[config.mk]
export PLATFORM = sky130hd
export DESIGN_NAME = ps2_key_ctrl
export DESIGN_NICKNAME = d
export VERILOG_FILES = /design/src/rtl/ps2_pkg.sv /design/src/rtl/ps2_event_fifo.sv /design/src/rtl/ps2_key_ctrl.sv
export SDC_FILE = /design/constraint.sdc
export NUM_CORES = 1
export LEC_CHECK = 0
export CAP_MARGIN = 20
export CORE_ASPECT_RATIO = 1.2
export CORE_UTILIZATION = 49
export CTS_BUF_LIST = sky130_fd_sc_hd__clkbuf_4 sky130_fd_sc_hd__clkbuf_8
export CTS_CLUSTER_DIAMETER = 200
export DETAILED_ROUTE_END_ITERATION = 10
export GPL_ROUTABILITY_DRIVEN = 0
export HOLD_SLACK_MARGIN = 0.08
export PLACE_DENSITY_LB_ADDON = 0.1
export SETUP_SLACK_MARGIN = 0.3
export SLEW_MARGIN = 0
export SYNTH_ARGS = -nofsm -noshare
export SYNTH_HDL_FRONTEND = slang
export SYNTH_SLANG_ARGS = --single-unit
[constraint.sdc]
create_clock -name in_clk -period 3.2 [get_ports in_clk]
set_input_delay 0.8 -clock in_clk [delete_from_list [all_inputs] [get_ports in_clk]]
set_output_delay 0.8 -clock in_clk [all_outputs]
set_load 0.05 [all_outputs]
[src/rtl/ps2_pkg.sv]
// Shared constants, frame-state encoding and event layout for the PS/2 keyboard path.
package ps2_pkg;

    localparam logic [7:0] SC_EXT   = 8'hE0;
    localparam logic [7:0] SC_BRK   = 8'hF0;
    localparam logic [7:0] SC_UP    = 8'h75;
    localparam logic [7:0] SC_DOWN  = 8'h72;
    localparam logic [7:0] SC_LEFT  = 8'h6B;
    localparam logic [7:0] SC_RIGHT = 8'h74;

    localparam logic [1:0] ST_IDLE   = 2'd0;
    localparam logic [1:0] ST_DATA   = 2'd1;
    localparam logic [1:0] ST_PARITY = 2'd2;
    localparam logic [1:0] ST_STOP   = 2'd3;

    localparam int EVT_W = 10;

    typedef struct packed {
        logic       ext;
        logic       brk;
        logic [7:0] code;
    } ps2_evt_t;

    function automatic logic odd_parity_ok(input logic [7:0] data, input logic par);
        return ^{data, par};
    endfunction

    // One-hot position of an arrow key in the {up, down, left, right} vector.
    function automatic logic [3:0] arrow_mask(input logic [7:0] code);
        logic [3:0] mask;
        case (code)
            SC_UP:    mask = 4'b1000;
            SC_DOWN:  mask = 4'b0100;
            SC_LEFT:  mask = 4'b0010;
            SC_RIGHT: mask = 4'b0001;
            default:  mask = 4'b0000;
        endcase
        return mask;
    endfunction

endpackage

[src/rtl/ps2_event_fifo.sv]
// Show-ahead key-event queue; drops new events when full unless a pop frees a slot that cycle.
module ps2_event_fifo
    import ps2_pkg::*;
#(
    parameter int DEPTH = 4
) (
    input  logic             in_clk,
    input  logic             in_reset,
    input  logic             wr_en,
    input  logic [EVT_W-1:0] wr_data,
    input  logic             rd_en,
    output logic             not_empty,
    output logic [EVT_W-1:0] rd_data,
    output logic             overflow
);

    localparam int AW = $clog2(DEPTH);

    logic [EVT_W-1:0] mem_r [DEPTH];
    logic [AW-1:0]    wr_ptr_r;
    logic [AW-1:0]    rd_ptr_r;
    logic [AW:0]      count_r;
    logic             overflow_r;
    logic             full_s;
    logic             empty_s;
    logic             do_pop_s;
    logic             do_push_s;

    assign full_s    = (count_r == (AW+1)'(DEPTH));
    assign empty_s   = (count_r == {(AW+1){1'b0}});
    assign do_pop_s  = rd_en & ~empty_s;
    assign do_push_s = wr_en & (~full_s | do_pop_s);

    // Storage, pointers, occupancy and the overflow pulse.
    always_ff @(posedge in_clk or posedge in_reset) begin
        if (in_reset) begin
            for (int i = 0; i < DEPTH; i++) begin
                mem_r[i] <= {EVT_W{1'b0}};
            end
            wr_ptr_r   <= {AW{1'b0}};
            rd_ptr_r   <= {AW{1'b0}};
            count_r    <= {(AW+1){1'b0}};
            overflow_r <= 1'b0;
        end else begin
            if (do_push_s) begin
                mem_r[wr_ptr_r] <= wr_data;
                wr_ptr_r        <= wr_ptr_r + AW'(1);
            end
            if (do_pop_s) begin
                rd_ptr_r <= rd_ptr_r + AW'(1);
            end
            case ({do_push_s, do_pop_s})
                2'b10:   count_r <= count_r + (AW+1)'(1);
                2'b01:   count_r <= count_r - (AW+1)'(1);
                default: count_r <= count_r;
            endcase
            overflow_r <= wr_en & full_s & ~do_pop_s;
        end
    end

    // Head entry is presented directly; zeros when nothing is queued.
    always_comb begin
        if (empty_s) begin
            rd_data = {EVT_W{1'b0}};
        end else begin
            rd_data = mem_r[rd_ptr_r];
        end
    end

    assign not_empty = ~empty_s;
    assign overflow  = overflow_r;

endmodule

[src/rtl/ps2_key_ctrl.sv]
// PS/2 keyboard front end: pin conditioning, 11-bit framing with timeout, prefix decoding,
// event queueing and live arrow-key state.
module ps2_key_ctrl
    import ps2_pkg::*;
#(
    parameter int TIMEOUT_CYCLES = 50000,
    parameter int FIFO_DEPTH     = 4
) (
    input  logic       in_clk,
    input  logic       in_reset,
    input  logic       in_ps2_clk,
    input  logic       in_ps2_data,
    input  logic       in_rd,
    output logic       out_valid,
    output logic [7:0] out_code,
    output logic       out_ext,
    output logic       out_break,
    output logic [3:0] out_dir,
    output logic       out_frame_err,
    output logic       out_overflow
);

    localparam int TW = (TIMEOUT_CYCLES > 2) ? $clog2(TIMEOUT_CYCLES) : 1;

    logic [1:0]    clk_sync_r;
    logic [1:0]    data_sync_r;
    logic          clk_hist_r;
    logic [1:0]    state_r;
    logic [2:0]    bit_cnt_r;
    logic [7:0]    shift_r;
    logic          par_ok_r;
    logic [TW-1:0] to_cnt_r;
    logic          err_r;
    logic          ext_pend_r;
    logic          brk_pend_r;
    logic [3:0]    dir_r;
    logic          fall_s;
    logic          data_s;
    logic          timeout_s;
    logic          frame_done_s;
    logic          frame_good_s;
    logic          push_s;
    ps2_evt_t      push_evt_s;
    ps2_evt_t      head_s;

    // Two-stage synchronizers plus a history stage on the clock; bus idles high.
    always_ff @(posedge in_clk or posedge in_reset) begin
        if (in_reset) begin
            clk_sync_r  <= 2'b11;
            data_sync_r <= 2'b11;
            clk_hist_r  <= 1'b1;
        end else begin
            clk_sync_r  <= {clk_sync_r[0], in_ps2_clk};
            data_sync_r <= {data_sync_r[0], in_ps2_data};
            clk_hist_r  <= clk_sync_r[1];
        end
    end

    assign fall_s       = clk_hist_r & ~clk_sync_r[1];
    assign data_s       = data_sync_r[1];
    assign timeout_s    = (state_r != ST_IDLE) & ~fall_s & (to_cnt_r == TW'(TIMEOUT_CYCLES - 1));
    assign frame_done_s = fall_s & (state_r == ST_STOP);
    assign frame_good_s = par_ok_r & data_s;

    // Frame state machine, stepped by detected PS/2 falling edges.
    always_ff @(posedge in_clk or posedge in_reset) begin
        if (in_reset) begin
            state_r   <= ST_IDLE;
            bit_cnt_r <= 3'd0;
            shift_r   <= 8'h00;
            par_ok_r  <= 1'b0;
        end else begin
            case (state_r)
                ST_IDLE: begin
                    if (fall_s && !data_s) begin
                        state_r   <= ST_DATA;
                        bit_cnt_r <= 3'd0;
                    end
                end
                ST_DATA: begin
                    if (fall_s) begin
                        shift_r   <= {data_s, shift_r[7:1]};
                        bit_cnt_r <= bit_cnt_r + 3'd1;
                        if (bit_cnt_r == 3'd7) begin
                            state_r <= ST_PARITY;
                        end
                    end else if (timeout_s) begin
                        state_r <= ST_IDLE;
                    end
                end
                ST_PARITY: begin
                    if (fall_s) begin
                        par_ok_r <= odd_parity_ok(shift_r, data_s);
                        state_r  <= ST_STOP;
                    end else if (timeout_s) begin
                        state_r <= ST_IDLE;
                    end
                end
                ST_STOP: begin
                    if (fall_s || timeout_s) begin
                        state_r <= ST_IDLE;
                    end
                end
                default: state_r <= ST_IDLE;
            endcase
        end
    end

    // Inactivity counter: only runs inside a frame, restarts on every edge.
    always_ff @(posedge in_clk or posedge in_reset) begin
        if (in_reset) begin
            to_cnt_r <= {TW{1'b0}};
        end else if (state_r == ST_IDLE || fall_s || timeout_s) begin
            to_cnt_r <= {TW{1'b0}};
        end else begin
            to_cnt_r <= to_cnt_r + TW'(1);
        end
    end

    assign push_s = frame_done_s & frame_good_s & (shift_r != SC_EXT) & (shift_r != SC_BRK);

    always_comb begin
        push_evt_s.ext  = ext_pend_r;
        push_evt_s.brk  = brk_pend_r;
        push_evt_s.code = shift_r;
    end

    // Prefix flags, arrow-key state and the framing-error pulse.
    always_ff @(posedge in_clk or posedge in_reset) begin
        if (in_reset) begin
            ext_pend_r <= 1'b0;
            brk_pend_r <= 1'b0;
            dir_r      <= 4'b0000;
            err_r      <= 1'b0;
        end else begin
            err_r <= (fall_s & (state_r == ST_IDLE) & data_s) | timeout_s |
                     (frame_done_s & ~frame_good_s);
            if (frame_done_s) begin
                if (!frame_good_s) begin
                    ext_pend_r <= 1'b0;
                    brk_pend_r <= 1'b0;
                end else if (shift_r == SC_EXT) begin
                    ext_pend_r <= 1'b1;
                end else if (shift_r == SC_BRK) begin
                    brk_pend_r <= 1'b1;
                end else begin
                    ext_pend_r <= 1'b0;
                    brk_pend_r <= 1'b0;
                    if (ext_pend_r) begin
                        if (brk_pend_r) begin
                            dir_r <= dir_r & ~arrow_mask(shift_r);
                        end else begin
                            dir_r <= dir_r | arrow_mask(shift_r);
                        end
                    end
                end
            end
        end
    end

    ps2_event_fifo #(
        .DEPTH(FIFO_DEPTH)
    ) u_fifo (
        .in_clk    (in_clk),
        .in_reset  (in_reset),
        .wr_en     (push_s),
        .wr_data   (push_evt_s),
        .rd_en     (in_rd),
        .not_empty (out_valid),
        .rd_data   (head_s),
        .overflow  (out_overflow)
    );

    assign out_code      = head_s.code;
    assign out_ext       = head_s.ext;
    assign out_break     = head_s.brk;
    assign out_dir       = dir_r;
    assign out_frame_err = err_r;

endmodule

==> out/metrics.cfg, run 1 <==
[power_and_ir_drop]
leakagePower_uw=0.00245
power_density_nw_per_um2=599
peakVddDrop_mv=0.248

[global_routing]
grt_max_degree=37
grt_first_pass_wirelength_mm=13.8
overflow=0
grt_pass1_vias=2617
antenna_found_initial=0
track_usage=0.186

[synthesis]
yosysSeqAreaShare=0.491
synth-edff-count=0
synth_area_leaders=dfrtp_1 46%, mux2_4 13%, mux4_2 4.9%
syn_avg_cell_area_sq_um=13.1
netlist_instances=350
synth_top_area_frac=0.463
yosys_warnings=0
async_reset_ff_frac=1.00
ys_ff_latch=90
ys.flop_type=dfrtp_1
syn-cell-area_sq_um=4600
yosys-top-cells-count=85 x dfrtp_1, 40 x mux2_4, 30 x nor2_1, 18 x xnor2_1, 16 x nand2_1
yosysTopAreaCell=dfrtp_1
synthesis.nets=363
synth.distinct_cells=58
yosysMostFrequentCell=dfrtp_1

[flow_run]
drv_cap=0

[finish]
layout-drive-gt1-share=0.288
nNetsFinal=383
final_cells=495
antenna_cells=0
area_growth_pct=11.4

[timing]
setup_tns_ns=0
fin_crit_ns=2.77
drv_slew=0
worst_pin_slew_ns=0.728
fin_skew_ns=0.0163
fmax_ghz=0.362
setup_slack_ns=0.434
finalCritPeriodShare=0.864
final-hold-violation-count=0
finalSetupViolations=0
slew_headroom=0.514
rsz0062_at_grt=false

[floorplanning]
die_h_um=108
core_sq_um=9080
die_w_um=90.4
ios=22
start_util=0.506
rows=38
die_area_sq_um=9770

[route]
via_per_inst=5.37
vias=2657
drc=0
wl_per_cell_um=16.5
detail-route-antenna-nets=0
routed_wl_mm=8.16
drt_pass1_iterations=4
drt-initial-drc-count=112

[clock_network]
cts_hold_buf=0
clock_sinks=90
clk_latency_ns=0.37
cts_buffer_depth=2
cts_tree=built
postCtsSetupBuffers=0
root_buffer=clkbuf_8
clk_pin_slew_worst_paths_ns=0.10
ctsHtreeMaxLevel=3
numCtsBuffers=9

[critical_path]
cp_max_fo=6
worst_ep_required_time_ns=2.40
r2r_start=state_r[0]
worst-setup-path-type=reg -> out
worstSetupStartpoint=u_fifo.rd_ptr_r[1]
arrival_ns=1.97
crit_path_end_kind=output pin
startpoint_type=register

[place]
dp_worst_setup_slack_ns=0.398
dp_hpwl_mm=5.48
io_buffers=21
place_inst=479

[hold_path]
worstHoldStart=data_sync_r[0]
hold_class=reg -> reg

[outcome]
status=finished clean

## final timing paths
kind	endpoint	slack [ns]	cells after the start
min in group asynchronous	to_cnt_r[5]	0.90	2
worst min-delay path	data_sync_r[1]	0.36	0
worst max register to register	u_fifo.count_r[1]	0.88	7
worst min register to register	data_sync_r[1]	0.36	0
worst max-delay path	out_code[1]	0.43	4
max in group asynchronous	u_fifo.mem_r[32]	1.68	3
## registers in the layout, indices dropped and copies added (netlist names), named ones only
register,count
data_sync_r,2
shift_r,8
brk_pend_r,1
clk_hist_r,1
par_ok_r,1
ext_pend_r,1
to_cnt_r,16
u_fifo.wr_ptr_r,2
bit_cnt_r,3
u_fifo.count_r,3
state_r,2
clk_sync_r,2
u_fifo.overflow,1
u_fifo.mem_r,40
u_fifo.rd_ptr_r,2
out_frame_err,1
## stage by stage
stage,total power (uW),hold WS [ns],util,area (sq um)
after floorplan,1980,0.345,-,4600
after global placement,2100,0.346,0.536,4870
after detailed placement,2120,0.347,0.536,4870
after CTS,3110,0.362,0.564,5120
after global routing,3230,0.368,0.564,5120
final,3070,0.361,0.564,5120
## cells by family after synthesis
family,count (synthesis),share of synthesized area
xor+xnor,27,0.0514
compound gates,23,0.0321
fa+ha+maj,8,0.0234
buf+inv,29,0.0406
simple gates,110,0.151
mux,63,0.210
flops,90,0.491
## what timing repair did
action                     4_1_cts  5_1_grt
gates resized for setup          8        1
hold endpoints to repair         0        0
setup endpoints to repair        8        1
## cell type report
cell class / count / area, sq um
Clock inverter: 4 / 97.6
Clock buffer: 12 / 159
Sequential cell: 90 / 2260
Fill cell: 763 / 3960
Inverter: 11 / 45.0
Tap cell: 120 / 150
Multi-Input combinational cell: 231 / 2160
Timing Repair Buffer: 27 / 254
## report_power, final
part           switching, uW  leakage [uW]  total, uW  internal (uW)
registers                192       0.00121       1420           1230
clock network            407      0.000126        978            571
logic                    330       0.00111        668            338
total                    930       0.00245       3070           2140
## cells in the final DEF, fill, tap and decap left out, drive strengths merged, types with 6 or more instances in the layout
master,synthesis,layout
and3,6,6
and2,13,13
nand3,7,7
nand2,21,21
clkdlybuf4s50,0,10
dlygate4sd2,0,7
nor2,32,32
dfrtp,85,85
mux2,49,49
inv,11,10
xnor2,18,18
o21ai,8,8
buf,12,9
xor2,9,9
ha,7,7
clkbuf,6,12
mux4,10,10
## worst max-delay path: stages (launching register included)
cell	delay [ns]
dfrtp_1	0.35
buf_4	0.18
mux4_2	0.49
and2_1	0.17
dlygate4sd2_1	0.41
## metal layers
metal  GRT usage  part of all wire  vias to the layer above
met2       0.303              0.50                       29
met5           0                 0                        -
met4      0.0691             0.011                        0
li1            -                 -                     1260
met1       0.244              0.47                     1360
met3      0.0408             0.020                        8
Note: power is estimated with default switching activity, not from simulation.
==> run 2, diff against run 1 <==
Settings changed: SLEW_MARGIN 0 to not set.
==> results of run 2 <==
Same layout as run 1: the final DEF is identical, and so are final timing and power.
